### src/rtl/ac_cmd_encoder.sv
// Air-conditioner command encoder: debounces the five panel keys, keeps the settings and
// publishes the 35/32-bit IR payloads with checksum, rate-limited by a holdoff counter.

module ac_key_debounce #(
  parameter int DEBOUNCE_CYCLES = 2000000
) (
  input  logic clk,
  input  logic rst,
  input  logic i_key,
  output logic o_press
);
  localparam int CW = $clog2(DEBOUNCE_CYCLES + 1);
  localparam logic [CW-1:0] CMAX = CW'(DEBOUNCE_CYCLES - 1);

  logic [1:0]    r_sync;
  logic          r_deb, r_deb_q;
  logic [CW-1:0] r_cnt;

  // Counter tracks consecutive cycles of disagreement; any agreement restarts it.
  always_ff @(posedge clk or negedge rst) begin
    if (!rst) begin
      r_sync  <= '0;
      r_deb   <= 1'b0;
      r_deb_q <= 1'b0;
      r_cnt   <= '0;
    end else begin
      r_sync  <= {r_sync[0], i_key};
      r_deb_q <= r_deb;
      if (r_sync[1] == r_deb) begin
        r_cnt <= '0;
      end else if (r_cnt == CMAX) begin
        r_deb <= r_sync[1];
        r_cnt <= '0;
      end else begin
        r_cnt <= r_cnt + 1'b1;
      end
    end
  end

  assign o_press = r_deb & ~r_deb_q;
endmodule

module ac_cmd_encoder #(
  parameter int          DEBOUNCE_CYCLES = 2000000,
  parameter int          HOLDOFF_CYCLES  = 15000000,
  parameter logic [23:0] CONST35_LO      = 24'h000A50,
  parameter logic [27:0] CONST32_LO      = 28'h0040006
) (
  input  logic        clk,
  input  logic        rst,
  input  logic        key_power,
  input  logic        key_mode,
  input  logic        key_temp_up,
  input  logic        key_temp_down,
  input  logic        key_fan,
  output logic [34:0] IR_in_data35,
  output logic [31:0] IR_in_data32,
  output logic        cmd_strobe,
  output logic        pending
);
  localparam int NK = 5;
  localparam int HW = $clog2(HOLDOFF_CYCLES + 1);

  typedef enum logic [2:0] {S_IDLE, S_UPDATE, S_CALC, S_PUBLISH, S_HOLDOFF} state_t;

  state_t        r_state, w_nxt;
  logic [NK-1:0] w_keys, w_press, w_sel, r_sel, w_app_sel;
  logic          w_app_en;
  logic          r_power, w_power_n;
  logic [2:0]    r_mode, w_mode_n;
  logic [3:0]    r_temp, w_temp_n;
  logic [1:0]    r_fan, w_fan_n;
  logic [4:0]    w_sum;
  logic [34:0]   w_f35, r_frame35, r_out35;
  logic [31:0]   w_f32, r_frame32, r_out32;
  logic [HW-1:0] r_hold;
  logic          r_pending;

  // Bit 0 is the highest-priority key (power).
  assign w_keys = {key_fan, key_temp_down, key_temp_up, key_mode, key_power};

  ac_key_debounce #(.DEBOUNCE_CYCLES(DEBOUNCE_CYCLES)) u_deb [NK-1:0] (
    .clk     (clk),
    .rst     (rst),
    .i_key   (w_keys),
    .o_press (w_press)
  );

  // Isolate the lowest set bit: the winning press; the rest are dropped.
  assign w_sel = w_press & (~w_press + NK'(1));

  assign w_app_sel = (r_state == S_HOLDOFF) ? w_sel : r_sel;
  assign w_app_en  = (r_state == S_UPDATE) || ((r_state == S_HOLDOFF) && (|w_sel));

  always_comb begin
    w_power_n = r_power;
    w_mode_n  = r_mode;
    w_temp_n  = r_temp;
    w_fan_n   = r_fan;
    if (w_app_sel[0]) begin
      w_power_n = ~r_power;
    end else if (r_power) begin
      if (w_app_sel[1]) w_mode_n = (r_mode == 3'd4) ? 3'd0 : r_mode + 3'd1;
      if (w_app_sel[2]) w_temp_n = (r_temp == 4'd14) ? 4'd14 : r_temp + 4'd1;
      if (w_app_sel[3]) w_temp_n = (r_temp == 4'd0) ? 4'd0 : r_temp - 4'd1;
      if (w_app_sel[4]) w_fan_n  = r_fan + 2'd1;
    end
  end

  assign w_sum = 5'(r_power) + 5'(r_mode) + 5'(r_temp) + 5'(r_fan);
  assign w_f35 = {r_mode, r_power, r_fan, 1'b0, r_temp, CONST35_LO};
  assign w_f32 = {w_sum[3:0], CONST32_LO};

  always_ff @(posedge clk or negedge rst) begin
    if (!rst) r_state <= S_IDLE;
    else      r_state <= w_nxt;
  end

  always_comb begin
    w_nxt = r_state;
    case (r_state)
      S_IDLE:    if (|w_sel) w_nxt = S_UPDATE;
      S_UPDATE:  w_nxt = (r_sel[0] | r_power) ? S_CALC : S_IDLE;
      S_CALC:    w_nxt = (r_hold == '0) ? S_PUBLISH : S_HOLDOFF;
      S_PUBLISH: w_nxt = S_IDLE;
      // Leave only on a quiet cycle so the frame already holds the latest settings.
      S_HOLDOFF: if ((r_hold == '0) && !(|w_sel)) w_nxt = S_PUBLISH;
      default:   w_nxt = S_IDLE;
    endcase
  end

  always_comb begin
    cmd_strobe   = (r_state == S_PUBLISH);
    IR_in_data35 = (r_state == S_PUBLISH) ? r_frame35 : r_out35;
    IR_in_data32 = (r_state == S_PUBLISH) ? r_frame32 : r_out32;
  end

  assign pending = r_pending;

  always_ff @(posedge clk or negedge rst) begin
    if (!rst) begin
      r_sel     <= '0;
      r_power   <= 1'b0;
      r_mode    <= 3'd1;
      r_temp    <= 4'd10;
      r_fan     <= 2'd0;
      r_frame35 <= '0;
      r_frame32 <= '0;
      r_out35   <= '0;
      r_out32   <= '0;
      r_hold    <= '0;
      r_pending <= 1'b0;
    end else begin
      if ((r_state == S_IDLE) && (|w_sel)) r_sel <= w_sel;
      if (w_app_en) begin
        r_power <= w_power_n;
        r_mode  <= w_mode_n;
        r_temp  <= w_temp_n;
        r_fan   <= w_fan_n;
      end
      if ((r_state == S_CALC) || (r_state == S_HOLDOFF)) begin
        r_frame35 <= w_f35;
        r_frame32 <= w_f32;
      end
      if ((r_state == S_CALC) && (r_hold != '0)) r_pending <= 1'b1;
      if (r_state == S_PUBLISH) begin
        r_out35   <= r_frame35;
        r_out32   <= r_frame32;
        r_pending <= 1'b0;
        r_hold    <= HW'(HOLDOFF_CYCLES);
      end else if (r_hold != '0) begin
        r_hold <= r_hold - 1'b1;
      end
    end
  end
endmodule

### config.mk
export PLATFORM = sky130hd
export DESIGN_NAME = ac_cmd_encoder
export DESIGN_NICKNAME = d
export VERILOG_FILES = /design/src/rtl/ac_cmd_encoder.sv
export SDC_FILE = /design/constraint.sdc
export NUM_CORES = 1
export LEC_CHECK = 0
export CAP_MARGIN = 20
export CORE_UTILIZATION = 45
export CTS_BUF_LIST = sky130_fd_sc_hd__clkbuf_16
export DETAILED_ROUTE_END_ITERATION = 8
export PLACE_DENSITY = 0.76
export SYNTH_ARGS = -nofsm -noshare
export SYNTH_HDL_FRONTEND = slang
export SYNTH_HIERARCHICAL = 1
export SYNTH_SLANG_ARGS = --single-unit
### constraint.sdc
create_clock -name clk -period 2.3 [get_ports clk]
set_input_delay 0.575 -clock clk [delete_from_list [all_inputs] [get_ports clk]]
set_output_delay 0.575 -clock clk [all_outputs]
set_load 0.01 [all_outputs]
Word level (Yosys, flattened, before mapping)

Index checks and enable logic that the tools add are counted.

Add/subtract/negate cells: 14
Eq/ne operators: 18
Muxes and demuxes: 27
Bitwise gates (word level): 20
Reduce and logical (&&, ||, !) cells: 25

Operators with widths:

| cell                    | number |
|---|---|
| $mux W21                | 10 |
| $add A21 B1 Y21 const B | 5 |
| $eq A21 B21 Y1 const B  | 5 |
| $mux W24                | 2 |
| $mux W35                | 1 |
| $mux W32                | 1 |
| $logic_not A24 Y1       | 1 |
| $reduce_bool A24 Y1     | 1 |
| $sub A24 B1 Y24 const B | 1 |
| $mux W4                 | 4 |
| $reduce_and A2 Y1       | 7 |
| $mux W3                 | 4 |
| $not A1 Y1              | 12 |
| $pmux W3 S4             | 1 |
| $reduce_and A4 Y1       | 3 |
| $eq A3 B2 Y1 const B    | 2 |
| $eq A3 B3 Y1 const B    | 2 |
| $reduce_bool A2 Y1      | 3 |
| $add A5 B1 Y5 const B   | 1 |
| $and A1 B1 Y1           | 5 |
| $and A5 B5 Y5           | 1 |
| $eq A1 B1 Y1            | 5 |
| $mux W5                 | 1 |
| $not A5 Y5              | 1 |
| 20 further kinds        | 25 |

Flip-flop bits (word level): 256
Input port bits: 7
Word-level logic and storage cells: 136

Depth between registers and ports, before layout

Gate-level depths: netlist (run 1).

Word-level depth: 10
Depth in mapped cells: 9
Gate-level depth less buffers: 7

Cells and area by module

The synthesis (run 1) kept the hierarchy.

By module, submodules not included:

| module          | instances | cells each | area an instance (um^2) |
|---|---|---|---|
| ac_key_debounce | 5         | 118        | 1209.9 |
| ac_cmd_encoder  | 1         | 490        | 5388.9 |

Least setup slack after synthesis (run 1)

Ideal clock, no wire load.

Path kind: register -> register
Start: register r_hold[0]
End: register r_hold[10]
Arrival: 2.136 ns
Data required time: 2.180 ns
Path slack: 0.044 ns
Cell stages (with the launch flop): 9
Path buffers: 1
Period minus slack after synthesis: 2.256 ns
Path through: dfrtp_1 > inv_1 > ha_1 > or3b_2 > buf_2 > or2_2 > a31oi_1 > a21oi_1 > a31o_2

Longest elaborated chain between the ends: 3
Elaborated cells on any way between the ends: 5

Ends and longest elaborated chain:

| item                     | line | text |
|---|---|---|
| start: declaration       | 76   | `logic [HW-1:0] r_hold;` |
| start signal: assignment | 170  | `r_hold <= HW'(HOLDOFF_CYCLES);` |
| start signal: assignment | 172  | `r_hold <= r_hold - 1'b1;` |
| $sub A24 B1 Y24          | 172  |  |
| $mux W24                 | 171  | `end else if (r_hold != '0) begin` |
| $mux W24                 | 166  | `if (r_state == S_PUBLISH) begin` |

Several ways; a longest one is shown, not always the timed one. The select of a mux whose other input is x is not followed.
A chain may end at the register's enable or synchronous reset.

Worst setup path after layout (run 1)

Start: register r_state[2]
End: output port IR_in_data32[29]

Longest elaborated chain between the ends: 2

Ends and longest elaborated chain:

| item                     | line | text |
|---|---|---|
| start: declaration       | 66   | `state_t r_state, w_nxt;` |
| start signal: assignment | 116  | `else r_state <= w_nxt;` |
| $eq A3 B2 Y1             | 135  | `IR_in_data32 = (r_state == S_PUBLISH) ? r_frame32 : r_out32;` |
| $mux W32                 | n/a  |  |
| end: declaration         | 57   | `output logic [31:0] IR_in_data32,` |

No other way between the ends.

==> results of run 1 <==
[where the power goes]
group | total, mW | switching (mW) | internal [mW]
Sequential | 4.46 | 0.0327 | 4.43
Clock | 3.82 | 1.70 | 2.12
Combinational | 0.222 | 0.147 | 0.0750
Total | 8.51 | 1.88 | 6.63
[cells by family (layout without fill, tap and decap cells)]
| logic type | count (synthesis) | count (layout) | share of synthesized area (%) |
|---|---|---|---|
| compound gates | 123 | 123 | 6.99 |
| xor+xnor | 87 | 87 | 6.66 |
| fa+ha+maj | 19 | 19 | 2.28 |
| buf+inv | 52 | 227 | 2.19 |
| flops | 250 | 250 | 54.7 |
| mux | 22 | 22 | 2.13 |
| simple gates | 527 | 527 | 25.0 |
[worst max-delay path: cells and delay by family, from the launching register on]
| kind | cells | cell delay [ps] |
|---|---|---|
| buffers and inverters | 4 | 590 |
| and+or+nand+nor | 2 | 250 |
| DFF | 1 | 400 |
| AOI/OAI and AO/OA | 1 | 140 |
[how the worst max path moves through the flow]
stage / start / to
final: r_state[2] / IR_in_data32[29]
after global routing: r_state[2] / IR_in_data32[29]
after CTS: r_state[2] / IR_in_data35[32]
after detailed placement: r_hold[19] / r_hold[13]
after global placement: r_hold[19] / r_hold[7]
after floorplan: r_hold[0] / r_hold[10]
[stage by stage]
step,cells,total power [mW]
after global placement,1505,4.76
after CTS,1572,8.61
after global routing,1579,8.85
after floorplan,1080,4.61
final,1579,8.51
after detailed placement,1505,4.76
[cell usage in the layout, fill, tap and decap left out, drive strengths merged, types with 37 or more instances in the layout]
cell type / count
nand2: 110
nand3: 47
nor2: 110
nand4: 37
dfrtp: 247
a21oi: 45
xnor2: 60
and2: 53
buf: 142
[area by class of cell]
class,count,area [um^2]
fill,2005,10200
sequential,250,6260
multi-input combinational,778,5230
timing repair buffer,152,1600
clock buffer,27,676
tap,324,405
inverter,28,108
clock inverter,20,100
[metal layers]
layer	vias up	share of wire [%]	GRT usage (%)
li1	4153	-	-
met1	4259	45	26.1
met2	178	50	32.8
met3	37	3.5	2.77
met4	0	1.9	4.76
met5	-	0	0
[what timing repair did]
| item | 4_1_cts | 5_1_grt |
|---|---|---|
| gates cloned | 6 | 1 |
| setup endpoints to repair | 70 | 95 |
| hold buffers | 1 | 0 |
| setup buffers | 14 | 6 |
| gates resized for setup | 363 | 55 |
| pin swaps | 15 | 22 |
| endpoints found under the hold margin | 50 | 0 |
[registers in the layout (all words and copies together) (netlist names)]
name           flops
pending            1
r_fan              2
r_hold            24
r_state            3
r_mode             3
r_temp             4
r_frame35         10
r_out32           32
r_frame32          5
r_power            1
r_out35           35
u_deb/r_deb_q      5
u_deb/r_sync      10
u_deb/r_deb        5
r_sel              5
u_deb/r_cnt      105
==> impl_metrics.ini, run 1 <==
[synthesis]
synth_edf_count = 0
synth-seq-cells = 250
ys_warn_count = 6
syn-num-nets = 1106
syn_area_per_cell_um2 = 10.6
netlist.area_leader.share_pct = 54.0
syn-instance-count = 1080
syn_area_um2 = 11400
yosysMostFrequentCell = dfrtp_1
synthDistinctLibCells = 58
yosys.area.top_type = dfrtp_1
synthTopCellsByArea = dfrtp_1 54%, xnor2_1 4.6%, nand2_1 3.6%
seq_area_frac_synth_pct = 54.7
async_reset_ff_share_pct = 100
synth-main-ff-cell = dfrtp_1
synthTopCellsByCount = 247 x dfrtp_1, 110 x nand2_1, 110 x nor2_1

[critical_path]
critical-path-max-stage-delay_ps = 400
r2r_end = r_hold[18]
worstPathRequired_ps = 1730
slowest_stage = dfrtp_1
critPathKind = reg -> out
worst_path_most_repeated_cell = buf_12
arrival_ps = 1940
end_kind = primary output
cp_max_fo = 6
cp_cell_sequence = nor2b_4 -> nand2_4 -> buf_12 -> buf_12 -> buf_16 -> o21ai_4 -> buf_2
cp-start-kind = flop
rrSetupSlack_ps = 120
rr_startpoint = r_hold[0]
worstRegToRegCells = 7

[timing]
rsz0062_at_grt = yes
max_freq_mhz = 398
worst_pin_slew_ps = 632
setup_violations = 68
whs_ps = 348
setup_tns_ps = -6810
period_minus_slack_ps = 2510
finalHoldViolations = 0
skew_ps = 15.8
slew_violations = 0
slew_headroom_pct = 57.8
finalCritPeriodShare_pct = 109
setup_slack_ps = -212

[hold_path]
hold_class = reg -> reg
worstHoldEndpoint = u_deb[2]/r_sync[1]
min_from = u_deb[2]/r_sync[0]
holdPathStages = 0

[grt]
antenna_found_initial = 0
grt_max_degree = 57
grt-ovfl-total = 0
grt_pass1_wl_um = 41800
grt_use_total_pct = 19.3
grt_pass1_vias = 8445

[cells_and_area]
n_antenna_cell = 0
drive_gt1_share_pct = 24.5
synthToLayoutAreaGrowth_pct = 25.7
nNetsFinal = 1263
fin_util_pct = 58.4
stdcell_area_um2 = 14400

[status]
outcome = finished with violations
failed_checks = negative setup slack

[place]
placed_area_um2 = 12900
place_hpwl_um = 15800
port_buffers = 75
routabilityCongestion = 0.814
pre_cts_slack_ps = -13.9

[clock_tree]
cts-buffers-inserted = 27
ctsRootBufferMaster = clkbuf_16
cts.sinks = 250
path_clk_slew_ps = 60
h-tree-depth = 1
cts_tree = built
clock_latency_ps = 550
clock_path_buffers = 3

[drt]
vias_per_cell = 5.46
routedWlPerCell_um = 15.9
drt_iter0_drc = 544
drt_pass1_iterations = 5
routed_wl_um = 25100
final_antenna_net_count = 0
num_vias = 8627
drc_errors = 0

[power_and_ir_drop]
peakVddDrop_mv = 0.480
p_leak_nw = 6.62
pwr_density_cell_nw_per_um2 = 592

[floorplan]
die_area_um2 = 26100
ioPinCount = 76
core_area_um2 = 24600
die_width_um = 161
start_util_pct = 46.5
die_y_um = 161
row_count = 57

[job]
drv_cap = 0
Power figures use the tool's default switching activity.
==> run 2: changes to the inputs <==
Settings changed: CTS_CLUSTER_SIZE from default to 10.
==> run 2 against run 1 <==
  * The run still ends with negative setup slack left
  * Non-clock buffer count is 8 higher
  * Sequential cell count stayed put
  * Final area is 1.5% higher
  * Largest power group unchanged
==> impl_metrics.ini, run 2 (same netlist as run 1, synthesis figures left out) <==
[cells_and_area]
multiInputGateArea_um2 = 5270
drive_gt1_share_pct = 26.0
synthToLayoutAreaGrowth_pct = 27.5
fillerInstances = 1978
seqCellArea_um2 = 6260
reg_top3 = u_deb/r_cnt: 105 flops, r_out35: 35 flops, r_out32: 32 flops
nNetsFinal = 1274
most-common-layout-cells = 246 x dfrtp_1, 110 x nor2_1, 72 x nand2_1
largest_reg_flops = 105
final_common_cell = dfrtp_1
regMostFlops = u_deb/r_cnt
n_antenna_cell = 0

[critical_path]
cp-start-kind = flop
end_kind = primary output
rr_startpoint = r_hold[0]
worstRegToRegCells = 7
cp_max_fo = 6
r2r_end = r_hold[18]
crit_end = IR_in_data32[29]
critPathKind = reg -> out
critPathLaunch = r_state[2]
worstPathRequired_ps = 1730
arrival_ps = 1930
rrSetupSlack_ps = 10

[drt]
drt_pass1_iterations = 7
drc_errors = 0
final_antenna_net_count = 0
routedWlPerCell_um = 16.5
num_vias = 8702
routed_wl_um = 26200
drt_iter0_drc = 469
vias_per_cell = 5.47

[job]
drv_cap = 0

[clock_tree]
clock_path_buffers = 3
clock_latency_ps = 550
h-tree-depth = 1
path_clk_slew_ps = 60
cts.sinks = 250
cts-buffers-inserted = 30
cts_tree = built
ctsRootBufferMaster = clkbuf_16

[power_and_ir_drop]
peakVddDrop_mv = 0.439
pwr_density_cell_nw_per_um2 = 598
p_leak_nw = 6.80

[place]
place_hpwl_um = 15800
pre_cts_slack_ps = -13.9
port_buffers = 75
routabilityCongestion = 0.814

[status]
outcome = finished with violations
failed_checks = negative setup slack

[floorplan]
die_width_um = 161
ioPinCount = 76
start_util_pct = 46.5
core_area_um2 = 24600
die_area_um2 = 26100
die_y_um = 161
row_count = 57

[timing]
slew_violations = 0
setup_slack_ps = -205
slew_headroom_pct = 58.8
rsz0062_at_grt = yes
finalCritPeriodShare_pct = 109
period_minus_slack_ps = 2500
setup_violations = 67
finalHoldViolations = 0
worst_pin_slew_ps = 617
whs_ps = 347
max_freq_mhz = 399
skew_ps = 17.5

[grt]
grt_pass1_vias = 8613
grt-ovfl-total = 0
antenna_found_initial = 0
grt_pass1_wl_um = 42400
grt_use_total_pct = 19.7
grt_max_degree = 57

[hold_path]
hold_class = reg -> reg
run 2: critical path, stage by stage (launching register included):
cell     delay (ps)
dfrtp_1         400
nor2b_4         150
nand2_4         100
buf_12          150
buf_12          140
buf_16          150
o21ai_4         130
buf_2           150
run 2: final cells by class:
class	count	share of cell area [%]
repair buffers	160	11.5
multi-input cells	778	36.1
well taps	324	2.78
clock buffers	30	5.15
inverters	28	0.806
clock inverters	21	0.660
flip-flops and latches	250	42.9
run 2: report_power, final:
| group | total, mW | internal, mW | switching (mW) |
|---|---|---|---|
| Combinational | 0.222 | 0.0751 | 0.147 |
| Sequential | 4.47 | 4.43 | 0.0325 |
| Clock | 4.03 | 2.33 | 1.71 |
run 2: timing repair:
item | 4_1_cts | 5_1_grt
hold buffers | 1 | 0
buffers inserted | 20 | 9
setup endpoints to repair | 70 | 94
pin swaps | 15 | 21
resized for setup | 373 | 75
hold endpoints to repair | 50 | 0
cloned | 6 | 1
run 2: per-stage QoR:
| step | std cells | setup TNS (ps) | cell area (um^2) | util, % | total power [mW] |
|---|---|---|---|---|---|
| 3_5_place_dp | 1505 | -13.9 | 12900 | 52.6 | 4.76 |
| 2_1_floorplan | 1080 | 0 | 11400 | - | 4.61 |
| 6_report | 1591 | -6550 | 14600 | 59.3 | 8.72 |
| 4_1_cts | 1582 | -7950 | 14200 | 57.8 | 8.84 |
| 5_1_grt | 1591 | -9660 | 14600 | 59.3 | 9.08 |
| 3_3_place_gp | 1505 | 0 | 12900 | 52.6 | 4.76 |
run 2: worst min-delay path by stage:
stage / from / to / slack [ps] / cells after the start
global placement: u_deb[2]/r_sync[0] / u_deb[2]/r_sync[1] / 340 / 0
detailed placement: u_deb[2]/r_sync[0] / u_deb[2]/r_sync[1] / 340 / 0
finish: u_deb[2]/r_sync[0] / u_deb[2]/r_sync[1] / 350 / 0
floorplan: rst / pending / 280 / 0
global route: u_deb[2]/r_sync[0] / u_deb[2]/r_sync[1] / 350 / 0
CTS: u_deb[2]/r_sync[0] / u_deb[2]/r_sync[1] / 350 / 0
run 2: routing by layer:
metal / part of all wire (%) / GRT usage (%) / wire (um) / vias to the layer above
met5: 0 / 0 / 0 / -
met4: 2.4 / 5.19 / 627 / 0
met2: 50 / 33.5 / 13000 / 187
met1: 44 / 26.4 / 11600 / 4293
met3: 3.7 / 2.67 / 964 / 47
li1: - / - / - / 4175
==> run 3: changes to the inputs <==
Settings changed: GPL_TIMING_DRIVEN from default to 0, SETUP_SLACK_MARGIN from default to 0.5.
==> run 3 against run 2 <==
  * The run still ends with negative setup slack left
  * Critical endpoint is now IR_in_data35[25]
  * Register-to-register slack improved by 40 ps
  * Die area is the same
  * Fmax shrank 0.92%
  * Highest routed layer unchanged
  * Sequential share of layout area fell by 3.1 points
==> impl_metrics.ini, run 3 (same netlist as run 1, synthesis figures left out) <==
[status]
outcome = finished with violations
failed_checks = negative setup slack

[timing]
slew_violations = 0
setup_slack_ps = -228
setup_tns_ps = -10340
setup_violations = 68
slew_headroom_pct = 54.2
finalHoldViolations = 0
skew_ps = 12.0
whs_ps = 77.5
period_minus_slack_ps = 2530
rsz0062_at_grt = yes
max_freq_mhz = 396
worst_pin_slew_ps = 682
finalCritPeriodShare_pct = 110

[place]
placed_area_um2 = 12800
place_inst = 1481
routabilityCongestion = 0.836
pre_cts_slack_ps = -277
port_buffers = 75
place_hpwl_um = 14800

[floorplan]
die_area_um2 = 26100
core_area_um2 = 24600
start_util_pct = 46.5
row_count = 57
die_width_um = 161
ioPinCount = 76
die_y_um = 161

[drt]
num_vias = 9133
routedWlPerCell_um = 16.8
routed_wl_um = 27700
drt_iter0_drc = 474
drt_pass1_iterations = 5
drc_errors = 0
vias_per_cell = 5.54
final_antenna_net_count = 0

[critical_path]
critical-path-max-stage-delay_ps = 380
end_kind = primary output
crit_buf_inv = 5
cp-start-kind = flop
cp_max_fo = 8
cpLargestDelayFamily = buffers and inverters
cp_cell_sequence = clkbuf_8 -> nor2b_4 -> nand2_4 -> clkbuf_16 -> inv_8 -> clkbuf_16 -> nand2_1 -> nand2_2 -> buf_6
slowest_stage = dfrtp_1
critPathKind = reg -> out
worstPathRequired_ps = 1730
arrival_ps = 1950
worst_path_most_repeated_cell = clkbuf_16

[cells_and_area]
fin_cells = 1650
nNetsFinal = 1337
multiInputGateArea_um2 = 6020
most-common-layout-cells = 234 x dfrtp_1, 86 x buf_4, 79 x nand2_1
fillerInstances = 1806
final_common_cell = dfrtp_1
regMostFlops = u_deb/r_cnt
n_antenna_cell = 0
largest_reg_flops = 105
synthToLayoutAreaGrowth_pct = 37.7
reg_top3 = u_deb/r_cnt: 105 flops, r_out35: 35 flops, r_out32: 32 flops
stdcell_area_um2 = 15700
seqCellArea_um2 = 6280
drive_gt1_share_pct = 40.3

[clock_tree]
ctsRootBufferMaster = clkbuf_16
clock_latency_ps = 540
path_clk_slew_ps = 60
cts_tree = built
cts-buffers-inserted = 29
cts.sinks = 250
h-tree-depth = 1
clock_path_buffers = 3

[job]
drv_cap = 0

[grt]
antenna_found_initial = 0
grt-ovfl-total = 0
grt_pass1_vias = 9011
grt_use_total_pct = 20.2
grt_pass1_wl_um = 44200
grt_max_degree = 125

[power_and_ir_drop]
p_leak_nw = 7.00
peakVddDrop_mv = 0.491
pwr_density_cell_nw_per_um2 = 549

[hold_path]
hold_class = in -> async
[run 3: changes by cell type in the layout (fill, tap and decap cells not counted), moves of 13 or more]
cell     previous run  this run
a21oi_1            45        13
nor2_4              0        20
and2_1             13        30
and2_4             40        23
nand2_4            18         5
nor2_2              0        48
a21oi_2             0        31
nor2_1            110        42
buf_12             14         1
buf_4              58        86
buf_6              49        69
[run 3: stage by stage]
step	power, mW	utilization [%]
after floorplan	4.61	-
after global placement	4.74	51.9
after detailed placement	4.75	52.1
after CTS	8.71	60.7
after global routing	8.96	64.0
final	8.64	64.0
[run 3: layer usage]
layer  global-route usage [%]  share of wire (%)  vias to the layer above
met5                        0                  0                        -
met4                     5.96                3.0                        0
met3                     2.82                4.1                       73
met2                     34.8                 51                      253
met1                     26.6                 42                     4514
li1                         -                  -                     4293
[run 3: timing repair]
action | in CTS | in global routing
resized for setup | 496 | 154
gates cloned | 9 | 0
pin swaps | 81 | 62
hold buffers | 1 | 0
endpoints found under the hold margin | 12 | 0
setup buffers | 83 | 30
endpoints found under the setup margin | 216 | 213
[run 3: worst paths after layout]
check                                        start                  to  slack, ps  cells past startpoint
worst max register to register          r_hold[12]          r_hold[23]         50                      6
worst min register to register  u_deb[3]/r_sync[0]  u_deb[3]/r_sync[1]        350                      0
min in group clk                u_deb[3]/r_sync[0]  u_deb[3]/r_sync[1]        350                      0
worst max-delay path                    r_state[0]    IR_in_data35[25]       -230                      9
max in group asynchronous                      rst      u_deb[2]/r_deb       1150                      3
worst min-delay path                           rst          r_hold[23]         80                      2
[run 3: final cells by class]
| class | instances | area share, % |
|---|---|---|
| plain buffers | 24 | 2.15 |
| clock buffers | 29 | 4.61 |
| clock inverters | 17 | 0.445 |
| inverters | 28 | 0.715 |
| multi-input cells | 778 | 38.2 |
| flip-flops and latches | 250 | 39.9 |
| well taps | 324 | 2.57 |
| repair buffers | 200 | 11.4 |
[run 3: power by group]
part           leakage [nW]  switching (mW)  internal [mW]
Combinational          3.14           0.178          0.102
Sequential             3.43          0.0339           4.43
Clock                 0.438            1.66           2.24
Total                  7.00            1.87           6.77
